## config.mk

```make
export PLATFORM = sky130hd
export DESIGN_NAME = aes_output_chain_flat
export DESIGN_NICKNAME = d
export VERILOG_FILES = /design/src/rtl/aes_output_chain_pkg.sv /design/src/rtl/aes_output_chain_if.sv /design/src/rtl/aes_ctr_inc.sv /design/src/rtl/aes_output_chain.sv /design/src/flat_wrapper.sv
export SDC_FILE = /design/constraint.sdc
export NUM_CORES = 1
export LEC_CHECK = 0
export BUFFER_PORTS_ARGS = -buffer_cell sky130_fd_sc_hd__buf_2
export CAP_MARGIN = 10
export CELL_PAD_IN_SITES_DETAIL_PLACEMENT = 2
export CELL_PAD_IN_SITES_GLOBAL_PLACEMENT = 2
export CORE_AREA = 2 2 356 358
export CTS_CLUSTER_DIAMETER = 50
export DETAILED_ROUTE_END_ITERATION = 16
export DIE_AREA = 0 0 358 360
export PLACE_DENSITY_LB_ADDON = 0.12
export SYNTH_ARGS = -nofsm -noshare
export SYNTH_HDL_FRONTEND = slang
export SYNTH_SLANG_ARGS = --single-unit
```

## constraint.sdc

```tcl
create_clock -name clk -period 3.9 [get_ports clk]
set_input_delay 0.195 -clock clk [delete_from_list [all_inputs] [get_ports clk]]
set_output_delay 0.195 -clock clk [all_outputs]
set_load 0.01 [all_outputs]
```

## src/rtl/aes_output_chain_pkg.sv

```systemverilog
// Shared definitions for the AES mode output stage: block width, mode codes
// (also consumed by the input mux) and output-register FSM encodings.
package aes_output_chain_pkg;

  localparam int BLOCK_W = 128;

  typedef logic [BLOCK_W-1:0] block_t;

  localparam logic [2:0] MODE_ECB = 3'd0;
  localparam logic [2:0] MODE_CBC = 3'd1;
  localparam logic [2:0] MODE_CFB = 3'd2;
  localparam logic [2:0] MODE_OFB = 3'd3;
  localparam logic [2:0] MODE_CTR = 3'd4;

  typedef enum logic {
    ST_EMPTY = 1'b0,
    ST_FULL  = 1'b1
  } state_e;

  // Stream modes combine the core output with the plaintext; codes 5-7 behave as ECB.
  function automatic logic mode_xors_pt(input logic [2:0] m);
    return (m == MODE_CFB) || (m == MODE_OFB) || (m == MODE_CTR);
  endfunction

endpackage

```

## src/rtl/aes_output_chain_if.sv

```systemverilog
// Core-result and ciphertext handshakes of the AES output stage.
// slave = the output stage itself, master = the surrounding core/sink.
interface aes_output_chain_if;
  import aes_output_chain_pkg::*;

  logic   core_valid;
  logic   core_ready;
  block_t core_out;
  block_t pt_in;
  logic   ct_valid;
  logic   ct_ready;
  block_t ct_out;

  modport slave (
    input  core_valid, core_out, pt_in, ct_ready,
    output core_ready, ct_valid, ct_out
  );

  modport master (
    output core_valid, core_out, pt_in, ct_ready,
    input  core_ready, ct_valid, ct_out
  );

endinterface

```

## src/rtl/aes_ctr_inc.sv

```systemverilog
// Counter-field incrementer (modulo 2^W) with an all-ones flag that marks the
// value about to wrap.
module aes_ctr_inc #(
  parameter int W = 32
) (
  input  logic [W-1:0] val_i,
  output logic [W-1:0] inc_o,
  output logic         all_ones_o
);

  assign inc_o      = val_i + W'(1);
  assign all_ones_o = &val_i;

endmodule

```

## src/rtl/aes_output_chain.sv

```systemverilog
// AES mode output stage: forms ciphertext, keeps feedback/counter chaining state.
// Optional sticky counter-wrap flag enabled by AES_OUT_CTR_WRAP_ERR_EN.
module aes_output_chain
  import aes_output_chain_pkg::*;
#(
  parameter int CTR_WIDTH = 32
) (
  input  logic                clk,
  input  logic                rst_n,
  input  logic [2:0]          mode,
  input  logic                iv_load,
  input  block_t              iv,
  input  block_t              ctr_init,
  aes_output_chain_if.slave   bus,
  output block_t              feedback,
  output block_t              ctr,
  output logic                ctr_wrap_err
);

  state_e state_q, state_d;
  block_t ct_out_q, ct_out_d;
  block_t feedback_q, feedback_d;
  block_t ctr_q, ctr_d;
  block_t ct_calc;
  block_t ctr_stepped;

  logic [CTR_WIDTH-1:0] ctr_lo_inc;
  logic                 ctr_lo_ones;
  logic                 accept;

  aes_ctr_inc #(.W(CTR_WIDTH)) u_ctr_inc (
    .val_i      (ctr_q[CTR_WIDTH-1:0]),
    .inc_o      (ctr_lo_inc),
    .all_ones_o (ctr_lo_ones)
  );

  generate
    if (CTR_WIDTH < BLOCK_W) begin : g_ctr_split
      assign ctr_stepped = {ctr_q[BLOCK_W-1:CTR_WIDTH], ctr_lo_inc};
    end else begin : g_ctr_full
      assign ctr_stepped = ctr_lo_inc;
    end
  endgenerate

  // Ready while empty or while the held block leaves this cycle: no bubble.
  assign bus.core_ready = (state_q == ST_EMPTY) | bus.ct_ready;
  assign accept         = bus.core_valid & bus.core_ready;

  // NOTE: every always_comb output gets a default first so no path infers a latch.
  always_comb begin
    ct_calc    = bus.core_out;
    state_d    = state_q;
    ct_out_d   = ct_out_q;
    feedback_d = feedback_q;
    ctr_d      = ctr_q;

    if (mode_xors_pt(mode)) begin
      ct_calc = bus.core_out ^ bus.pt_in;
    end

    case (state_q)
      ST_EMPTY: if (accept) state_d = ST_FULL;
      ST_FULL:  if (!accept && bus.ct_ready) state_d = ST_EMPTY;
      default:  state_d = ST_EMPTY;
    endcase

    if (accept) begin
      ct_out_d = ct_calc;
      case (mode)
        MODE_CBC: feedback_d = bus.core_out;
        MODE_CFB: feedback_d = ct_calc;
        MODE_OFB: feedback_d = bus.core_out;
        MODE_CTR: ctr_d      = ctr_stepped;
        default:  ;
      endcase
    end

    // A reload overrides the chaining update of a block accepted the same cycle.
    if (iv_load) begin
      feedback_d = iv;
      ctr_d      = ctr_init;
    end
  end

  // NOTE: sequential state uses non-blocking assignments so all registers update together.
  always_ff @(posedge clk or negedge rst_n) begin
    if (!rst_n) begin
      state_q    <= ST_EMPTY;
      ct_out_q   <= '0;
      feedback_q <= '0;
      ctr_q      <= '0;
    end else begin
      state_q    <= state_d;
      ct_out_q   <= ct_out_d;
      feedback_q <= feedback_d;
      ctr_q      <= ctr_d;
    end
  end

`ifdef AES_OUT_CTR_WRAP_ERR_EN
  logic wrap_q;

  always_ff @(posedge clk or negedge rst_n) begin
    if (!rst_n) begin
      wrap_q <= 1'b0;
    end else if (iv_load) begin
      wrap_q <= 1'b0;
    end else if (accept && (mode == MODE_CTR) && ctr_lo_ones) begin
      wrap_q <= 1'b1;
    end
  end

  assign ctr_wrap_err = wrap_q;
`else
  logic ctr_wrap_unused;

  assign ctr_wrap_unused = ctr_lo_ones;
  assign ctr_wrap_err    = 1'b0;
`endif

  assign bus.ct_valid = (state_q == ST_FULL);
  assign bus.ct_out   = ct_out_q;
  assign feedback     = feedback_q;
  assign ctr          = ctr_q;

endmodule

```

## src/flat_wrapper.sv

```systemverilog
// flat-port wrapper written by rule: the top's interface ports become plain ports
module aes_output_chain_flat import aes_output_chain_pkg::*;
#(
  parameter int CTR_WIDTH = 32
)
  (clk, rst_n, mode, iv_load, iv, ctr_init, feedback, ctr, ctr_wrap_err, bus_core_valid, bus_core_out, bus_pt_in, bus_ct_ready, bus_core_ready, bus_ct_valid, bus_ct_out);
  aes_output_chain_if bus_i ();
  input  logic clk;
  input  logic rst_n;
  input  logic [2:0] mode;
  input  logic iv_load;
  input  block_t iv;
  input  block_t ctr_init;
  output block_t feedback;
  output block_t ctr;
  output logic ctr_wrap_err;
  input wire logic [$bits(bus_i.core_valid)-1:0] bus_core_valid;
  input wire logic [$bits(bus_i.core_out)-1:0] bus_core_out;
  input wire logic [$bits(bus_i.pt_in)-1:0] bus_pt_in;
  input wire logic [$bits(bus_i.ct_ready)-1:0] bus_ct_ready;
  output wire logic [$bits(bus_i.core_ready)-1:0] bus_core_ready;
  output wire logic [$bits(bus_i.ct_valid)-1:0] bus_ct_valid;
  output wire logic [$bits(bus_i.ct_out)-1:0] bus_ct_out;
  assign bus_i.core_valid = bus_core_valid;
  assign bus_i.core_out = bus_core_out;
  assign bus_i.pt_in = bus_pt_in;
  assign bus_i.ct_ready = bus_ct_ready;
  assign bus_core_ready = bus_i.core_ready;
  assign bus_ct_valid = bus_i.ct_valid;
  assign bus_ct_out = bus_i.ct_out;
  aes_output_chain #(.CTR_WIDTH(CTR_WIDTH)) u_core (.clk(clk), .rst_n(rst_n), .mode(mode), .iv_load(iv_load), .iv(iv), .ctr_init(ctr_init), .bus(bus_i), .feedback(feedback), .ctr(ctr), .ctr_wrap_err(ctr_wrap_err));
endmodule
```

Word level (Yosys, flattened, before mapping)
Cells that the tools add are included.

Register bits: 385. Output and inout bits: 387. Logic and storage cells: 34.

Add/sub/neg operators: 1. Equality and inequality tests: 4. Multiplexer cells: 10. Bitwise logic cells: 4. Reduce and logical (&&, ||, !) cells: 10.

Operators by type and width (count): $mux W128 (5); $pmux W128 S2 (1); $xor A128 B128 Y128 (1); $add A32 B1 Y32 const B (1); $mux W32 (1); $eq A3 B2 Y1 const B (2); $reduce_and A2 Y1 (2); $reduce_bool A2 Y1 (2); $eq A3 B1 Y1 const B (1); $eq A3 B3 Y1 const B (1); $reduce_bool A3 Y1 (1); $logic_or A1 B1 Y1 (2); $mux W1 (2); $pmux W1 S2 (1); $reduce_or A2 Y1 (1); $and A1 B1 Y1 (1); $logic_and A1 B1 Y1 (1); $logic_not A1 Y1 (1); $not A1 Y1 (1); $or A1 B1 Y1 (1).

Logic depth before layout (Yosys ltp)
Gate-level depths: netlist of run 1.

Word-level depth: 7. Mapped depth: 8. Depth with buffers taken out: 6.

Cells and area by module
From an unflattened synthesis of run 1, not the netlist that was laid out.

Cell total of the unflattened synthesis: 2289. Area total of the unflattened synthesis: 20851.2 um^2.

By module, submodules not included: aes_output_chain (instances 1, cells an instance 2198, area an instance 20229.4 um^2, sequential area each 9634.2 um^2); aes_ctr_inc (instances 1, cells an instance 91, area an instance 621.8 um^2, sequential area each 0.0 um^2).

Least setup slack after synthesis of run 1
Ideal clock, no wire load.

Path kind: register to register. Start: register u_core.ctr_q[0] (netlist: u_core.ctr[0]). End: register u_core.ctr_q[26] (netlist: u_core.ctr[26]). Setup time: 0.125 ns. Arrival: 1.717 ns. Slack: 2.059 ns. Cell stages (with the launch flop): 7. Buffers on the path: 0. Clock period less this slack: 1.841 ns. Cell sequence: dfrtp_1 -> ha_1 -> nand4_1 -> nor2_1 -> nand4b_1 -> xnor2_1 -> mux2_2.

Longest elaborated chain between the ends: 4.

Ends and longest elaborated chain: start: declaration (RTL line aes_output_chain.sv:23) `block_t ctr_q, ctr_d;`; start signal: assignment (RTL line aes_output_chain.sv:96) `ctr_q <= ctr_d;`; $add A32 B1 Y32 (RTL line aes_ctr_inc.sv:11) `assign inc_o = val_i + W'(1);`; $mux W32 (RTL line aes_output_chain.sv:69) `case (mode)`; $mux W128 (RTL line aes_output_chain.sv:67) `if (accept) begin`; $mux W128 (RTL line aes_output_chain.sv:79) `if (iv_load) begin`.

Every way passes these cells. The select of a mux whose other input is x is not followed. A chain may end at the register's enable or synchronous reset.

Worst setup path in the final report of run 1
Start: register u_core.state_q (netlist: u_core.bus.ct_valid). End: register u_core.feedback_q[63] (netlist: u_core.feedback[63]).

Longest elaborated chain between the ends: 5.

Ends and longest elaborated chain: start: declaration (RTL line aes_output_chain.sv:20) `state_e state_q, state_d;`; start signal: assignment (RTL line aes_output_chain.sv:93) `state_q <= state_d;`; $not A1 Y1 (RTL line aes_output_chain.sv:46) `assign bus.core_ready = (state_q == ST_EMPTY) | bus.ct_ready;`; $or A1 B1 Y1 (RTL line aes_output_chain.sv:46); $and A1 B1 Y1 (RTL line aes_output_chain.sv:47) `assign accept = bus.core_valid & bus.core_ready;`; $reduce_bool A2 Y1 (no source line); $reduce_and A2 Y1 (no source line); end signal: assignment (RTL line aes_output_chain.sv:95) `feedback_q <= feedback_d;`; end: declaration (RTL line aes_output_chain.sv:22) `block_t feedback_q, feedback_d;`.

Every way passes these cells.

==> results of run 1 <==
[per-layer routing]
metal  GRT usage (%)  vias to the layer above
met5               0                        -
met4            6.79                       34
met3            6.15                      193
met2            29.6                      655
met1            18.5                    10203
li1                -                     9258
[registers in the layout, indices dropped and copies added (netlist names)]
register / cells
u_core.feedback: 128
u_core.bus.ct_valid: 1
u_core.ctr: 128
u_core.bus.ct_out: 128
[cell type report]
class                           count  area (um^2)
Multi-Input combinational cell   1293         7970
Clock buffer                      120         2620
Clock inverter                     56          802
Antenna cell                       18         45.0
Inverter                            4         20.0
Tap cell                         1650         2060
Timing Repair Buffer             1577        11300
Sequential cell                   385         9630
Fill cell                       14057        90400
[synthesized netlist by cell type, types with 2 or more instances]
master	count	area [um^2]
nand2_1	426	1600
dfrtp_1	385	9630
xor2_1	277	2430
o21ai_0	147	736
a21oi_1	128	641
o22ai_1	128	801
mux2_2	101	1140
buf_2	61	305
clkbuf_1	50	188
nand4_1	16	100
nand3_1	13	65.1
nor2_1	10	37.5
xnor2_1	10	87.6
o21ai_1	8	40.0
and3_1	5	31.3
nor3_1	5	25.0
buf_1	4	15.0
buf_4	3	22.5
inv_1	3	11.3
nor4_1	3	18.8
nand4b_1	2	17.5
nor3b_1	2	15.0
[final timing paths]
check | start | end | cells past startpoint | slack (ns)
worst max register to register | u_core.bus.ct_valid$_DFF_PN0_ | u_core.feedback[63]$_DFFE_PN0P_ | 6 | 0.84
worst min-delay path | iv_load | u_core.ctr[20]$_DFFE_PN0P_ | 3 | 0.04
min in group asynchronous | rst_n | u_core.feedback[40]$_DFFE_PN0P_ | 2 | 0.07
max in group asynchronous | rst_n | u_core.bus.ct_out[29]$_DFFE_PN0P_ | 3 | 2.59
worst min register to register | u_core.bus.ct_out[101]$_DFFE_PN0P_ | u_core.bus.ct_out[101]$_DFFE_PN0P_ | 2 | 0.47
worst max-delay path | u_core.bus.ct_valid$_DFF_PN0_ | u_core.feedback[63]$_DFFE_PN0P_ | 6 | 0.84
[cells in the final DEF, fill, tap and decap left out, types with 2 or more instances in the layout]
cell type,instances
nor2_1,9
xnor2_1,10
nor4_1,2
clkbuf_16,94
clkinvlp_4,5
dfrtp_1,385
buf_12,11
nor3_1,5
o21ai_0,147
a21oi_1,128
nand3_1,13
bufinv_16,13
diode_2,18
inv_1,3
nor3b_1,2
nand4b_1,2
nand2_1,425
nand4_1,16
o22ai_1,128
dlygate4sd3_1,644
clkinv_4,5
clkbuf_8,17
clkbuf_1,9
o21ai_1,8
buf_4,17
buf_2,903
and3_1,5
clkinv_16,6
mux2_2,100
nor4_2,2
clkinv_2,26
xor2_1,277
[power breakdown]
| group | switching [mW] | internal [mW] |
|---|---|---|
| Combinational | 1.74 | 1.60 |
| Sequential | 0.330 | 4.50 |
| Clock | 2.86 | 5.63 |
| Total | 4.93 | 11.7 |
[cells by family (layout without fill, tap and decap cells)]
group	Yosys count	after routing	synth area share [%]
simple gates	489	489	11.1
compound gates	413	413	12.4
flops	385	385	53.2
xor+xnor	287	287	13.9
buf+inv	123	1757	3.07
mux	102	102	6.34
fa+ha+maj	1	1	0.0691
other cells	1	19	0.0207
[worst reg2reg max path: stages, from the launching register on]
cell and delay, ns:
dfrtp_1 0.43, nand2b_2 0.22, nand2_4 0.17, nor4_2 0.63
buf_12 0.37, a21oi_1 0.51, dlygate4sd3_1 0.62
[repair_timing]
action                                 CTS  global route
hold buffers                           644             0
buffers inserted                         0             0
endpoints found under the hold margin  458             0
==> impl_metrics.ini, run 1 <==
[status]
status = finished, final reports clean

[setup_path]
crit_required_ns = 4.43
cp.arrival_ns = 3.59
crit_path_max_incr_delay_ns = 0.63
path_max_fanout = 92
critPathKind = reg -> reg
cp_top_family = simple AND/OR/NAND/NOR gates
path_cells = nand2b_2 -> nand2_4 -> nor4_2 -> buf_12 -> a21oi_1 -> dlygate4sd3_1
worst_setup_path_start_kind = flip-flop
critPathCaptureType = flip-flop
cp_num_buf_inv = 2
crit_path_top_delay_cell = nor4_2

[global_routing]
grt_max_degree = 141
grt_overflow = 0
antenna_found_initial = 39
grt_pass1_vias = 23706
grt_pass1_wl_um = 162000
grt_usage_pct = 17.0

[clock_tree]
cts_root_buf = clkbuf_16
clk_path_buf_depth = 3
htree_num_levels = 3
numCtsBuffers = 94
clock_latency_ns = 0.68
cts_sinks = 385
clk_pin_slew_ns = 0.05
post_cts_resized = 0
cts_tree = yes

[yosys]
synth_edf_count = 0
yosysUniqueCellTypes = 36
synth_seq_cells = 385
synth_ff_type = dfrtp_1
async_reset_ff_share_pct = 100
syn_area_per_cell_um2 = 10.1
synthesis.nets = 2322
ys_seq_area_share_pct = 53.2
synth_area_um2 = 18100
yosys_warnings = 0
synthCells = 1801

[route]
wl_met1_um = 41400
num_vias = 20343
met2_length_um = 55200
topRoutingLayerUsed = met5
routed_via_density = 3.99
first_pass_iters = 6
wl_um = 110000
drt_iter0_drc = 580
antenna_left = 0
wl_per_cell_um = 21.6
drc = 0
dr_wl_met3_um = 9730

[layout]
drive_gt1_share_pct = 35.2
area_growth_pct = 90.4
post-route-util_pct = 27.6
post-route-cell-area_um2 = 34500
finalNetCount = 3876
instances_no_fill = 5103

[floorplan]
core-area_um2 = 125000
io_pins = 907
fp.dieArea_um2 = 129000
start_util_pct = 14.5
die_w_um = 358
die_h_um = 360
num_rows = 130

[placement]
place_congestion = 0.800
placed_cells = 4265
dpl.hpwl_um = 78200
io_buffer_count = 905
dpl_cell_area_um2 = 24600
post-place-ws_ns = 1.43

[power_and_ir_drop]
power_mw = 16.7
p_leak_nw = 15.4
p_per_area_nw_per_um2 = 483
vdd_drop_max_mv = 0.334

[timing]
hold_viol = 0
max_freq_mhz = 326
clock_skew_ns = 0.0331
setup_violations = 0
fin_ws_ns = 0.835
rsz0062_at_grt = no
slew_violations = 0
finalCriticalPeriod_ns = 3.06
tightestPinTransition_ns = 1.06
fin_crit_sh_pct = 78.6
setup_tns_ns = 0
holdWs_ns = 0.0367
slew_headroom_pct = 29.3

[job]
drv_cap = 0

[min_path]
hp-class = in -> reg
Note: power is estimated with default switching activity, not from simulation.
==> inputs of run 2 (changes only) <==
--- a/config.mk
+++ b/config.mk
@@ -9,10 +9,10 @@
 export CAP_MARGIN = 10
 export CELL_PAD_IN_SITES_DETAIL_PLACEMENT = 2
 export CELL_PAD_IN_SITES_GLOBAL_PLACEMENT = 2
-export CORE_AREA = 2 2 356 358
+export CORE_AREA = 2 2 358 360
 export CTS_CLUSTER_DIAMETER = 50
 export DETAILED_ROUTE_END_ITERATION = 16
-export DIE_AREA = 0 0 358 360
+export DIE_AREA = 0 0 360 362
 export PLACE_DENSITY_LB_ADDON = 0.12
 export SYNTH_ARGS = -nofsm -noshare
 export SYNTH_HDL_FRONTEND = slang
==> constraint.sdc (replaced) <==
create_clock -name clk -period 2.9 [get_ports clk]
set_input_delay 0.145 -clock clk [delete_from_list [all_inputs] [get_ports clk]]
set_output_delay 0.145 -clock clk [all_outputs]
set_load 0.01 [all_outputs]
==> impl_metrics.ini, run 2 (synthesized netlist as in run 1, its figures left out) <==
[route]
first_pass_iters = 4
topRoutingLayerUsed = met5
wl_per_cell_um = 21.1
drt_iter0_drc = 558
wl_um = 109000
num_vias = 20315
met2_length_um = 55300
dr_wl_met3_um = 9310
routed_via_density = 3.94
drc = 0
antenna_left = 0
wl_met1_um = 41400

[min_path]
hp-class = in -> async

[floorplan]
core-area_um2 = 127000
die_h_um = 362
fp.dieArea_um2 = 130000
io_pins = 907
start_util_pct = 14.3
die_w_um = 360
num_rows = 131

[clock_tree]
htree_num_levels = 3
clk_path_buf_depth = 3
postCtsSetupBuffers = 0
cts_tree = yes
cts_sinks = 385
numCtsBuffers = 91
clk_pin_slew_ns = 0.05
clock_latency_ns = 0.69
cts_root_buf = clkbuf_16

[global_routing]
antenna_found_initial = 27
grt_pass1_wl_um = 160000
grt_usage_pct = 16.5
grt_pass1_vias = 23860
grt_overflow = 0
grt_max_degree = 129

[timing]
setup_violations = 0
rsz0062_at_grt = no
setup_tns_ns = 0
fin_crit_sh_pct = 92.8
fin_ws_ns = 0.209
finalCriticalPeriod_ns = 2.69
hold_viol = 0
tightestPinTransition_ns = 0.864
max_freq_mhz = 372
slew_headroom_pct = 42.3
clock_skew_ns = 0.0380
slew_violations = 0

[placement]
io_buffer_count = 905
place_congestion = 0.787
post-place-ws_ns = 0.649
dpl.hpwl_um = 78400
placed_cells = 4292

[status]
status = finished, final reports clean

[power_and_ir_drop]
p_per_area_nw_per_um2 = 629
vdd_drop_max_mv = 0.446
p_leak_nw = 15.5

[setup_path]
critPathKind = reg -> reg
path_max_fanout = 45
r2r_cells = 7
critPathCaptureType = flip-flop
cp.arrival_ns = 3.30
crit_required_ns = 3.51
reg2reg_from = u_core.bus.ct_valid$_DFF_PN0_
worst_setup_path_start_kind = flip-flop
critPathLaunch = u_core.bus.ct_valid$_DFF_PN0_

[layout]
finalNetCount = 3929
post-route-util_pct = 27.6
instances_no_fill = 5159
drive_gt1_share_pct = 34.6
mostFrequentLayoutCell = buf_2
area_growth_pct = 92.9
final_cell_mix = buf_2 (903), dlygate4sd3_1 (685), nand2_1 (425)

[job]
drv_cap = 0
-- run 2: power breakdown --
part	leakage [nW]	internal, mW	total, mW	switching [mW]
registers	4.52	6.05	6.48	0.431
clock network	1.57	7.28	10.9	3.64
logic	9.43	2.23	4.59	2.35
-- run 2: metal layers --
metal / vias up / track usage [%]
met5: - / 0
met4: 24 / 5.49
met3: 172 / 6.36
met2: 631 / 29.3
met1: 10132 / 17.9
li1: 9356 / -
-- run 2: area by class of cell --
type	count	area, um^2
Fill cell	14291	91800
Antenna cell	12	30.0
Inverter	4	20.0
Timing Repair Buffer	1633	12000
Multi-Input combinational cell	1293	7980
Sequential cell	385	9630
Tap cell	1662	2080
Clock inverter	37	604
Clock buffer	133	2640
-- run 2: worst max-delay path, cell delays in order, from the launching register on --
cell           delay (ns)
dfrtp_1              0.39
nand2b_2             0.22
nand2_4              0.14
o31ai_4              0.26
buf_4                0.58
o22ai_1              0.21
a21oi_1              0.16
dlygate4sd3_1        0.56
-- run 2: path summary, 6_finish.rpt --
kind	end	slack, ns
setup / recovery	u_core.feedback[87]$_DFFE_PN0P_	0.21
hold / removal	u_core.ctr[112]$_DFFE_PN0P_	0.11
setup reg to reg	u_core.feedback[87]$_DFFE_PN0P_	0.21
hold reg to reg	u_core.bus.ct_out[105]$_DFFE_PN0P_	0.47
max in group asynchronous	u_core.ctr[51]$_DFFE_PN0P_	1.77
min in group clk	u_core.ctr[12]$_DFFE_PN0P_	0.17
-- run 2: repair_timing --
item	in CTS	in global routing
resized for setup	0	2
hold endpoints to repair	505	0
endpoints found under the setup margin	0	30
hold buffers	685	0
-- run 2: per-stage QoR --
step                      total power, mW  cell area [um^2]  hold WS, ns
after detailed placement             10.2             24800        0.241
final                                22.0             34900        0.112
after floorplan                      7.95             18100       -0.151
after CTS                            22.4             34900       0.0564
after global routing                 23.2             34900        0.124
after global placement               10.1             24800        0.218
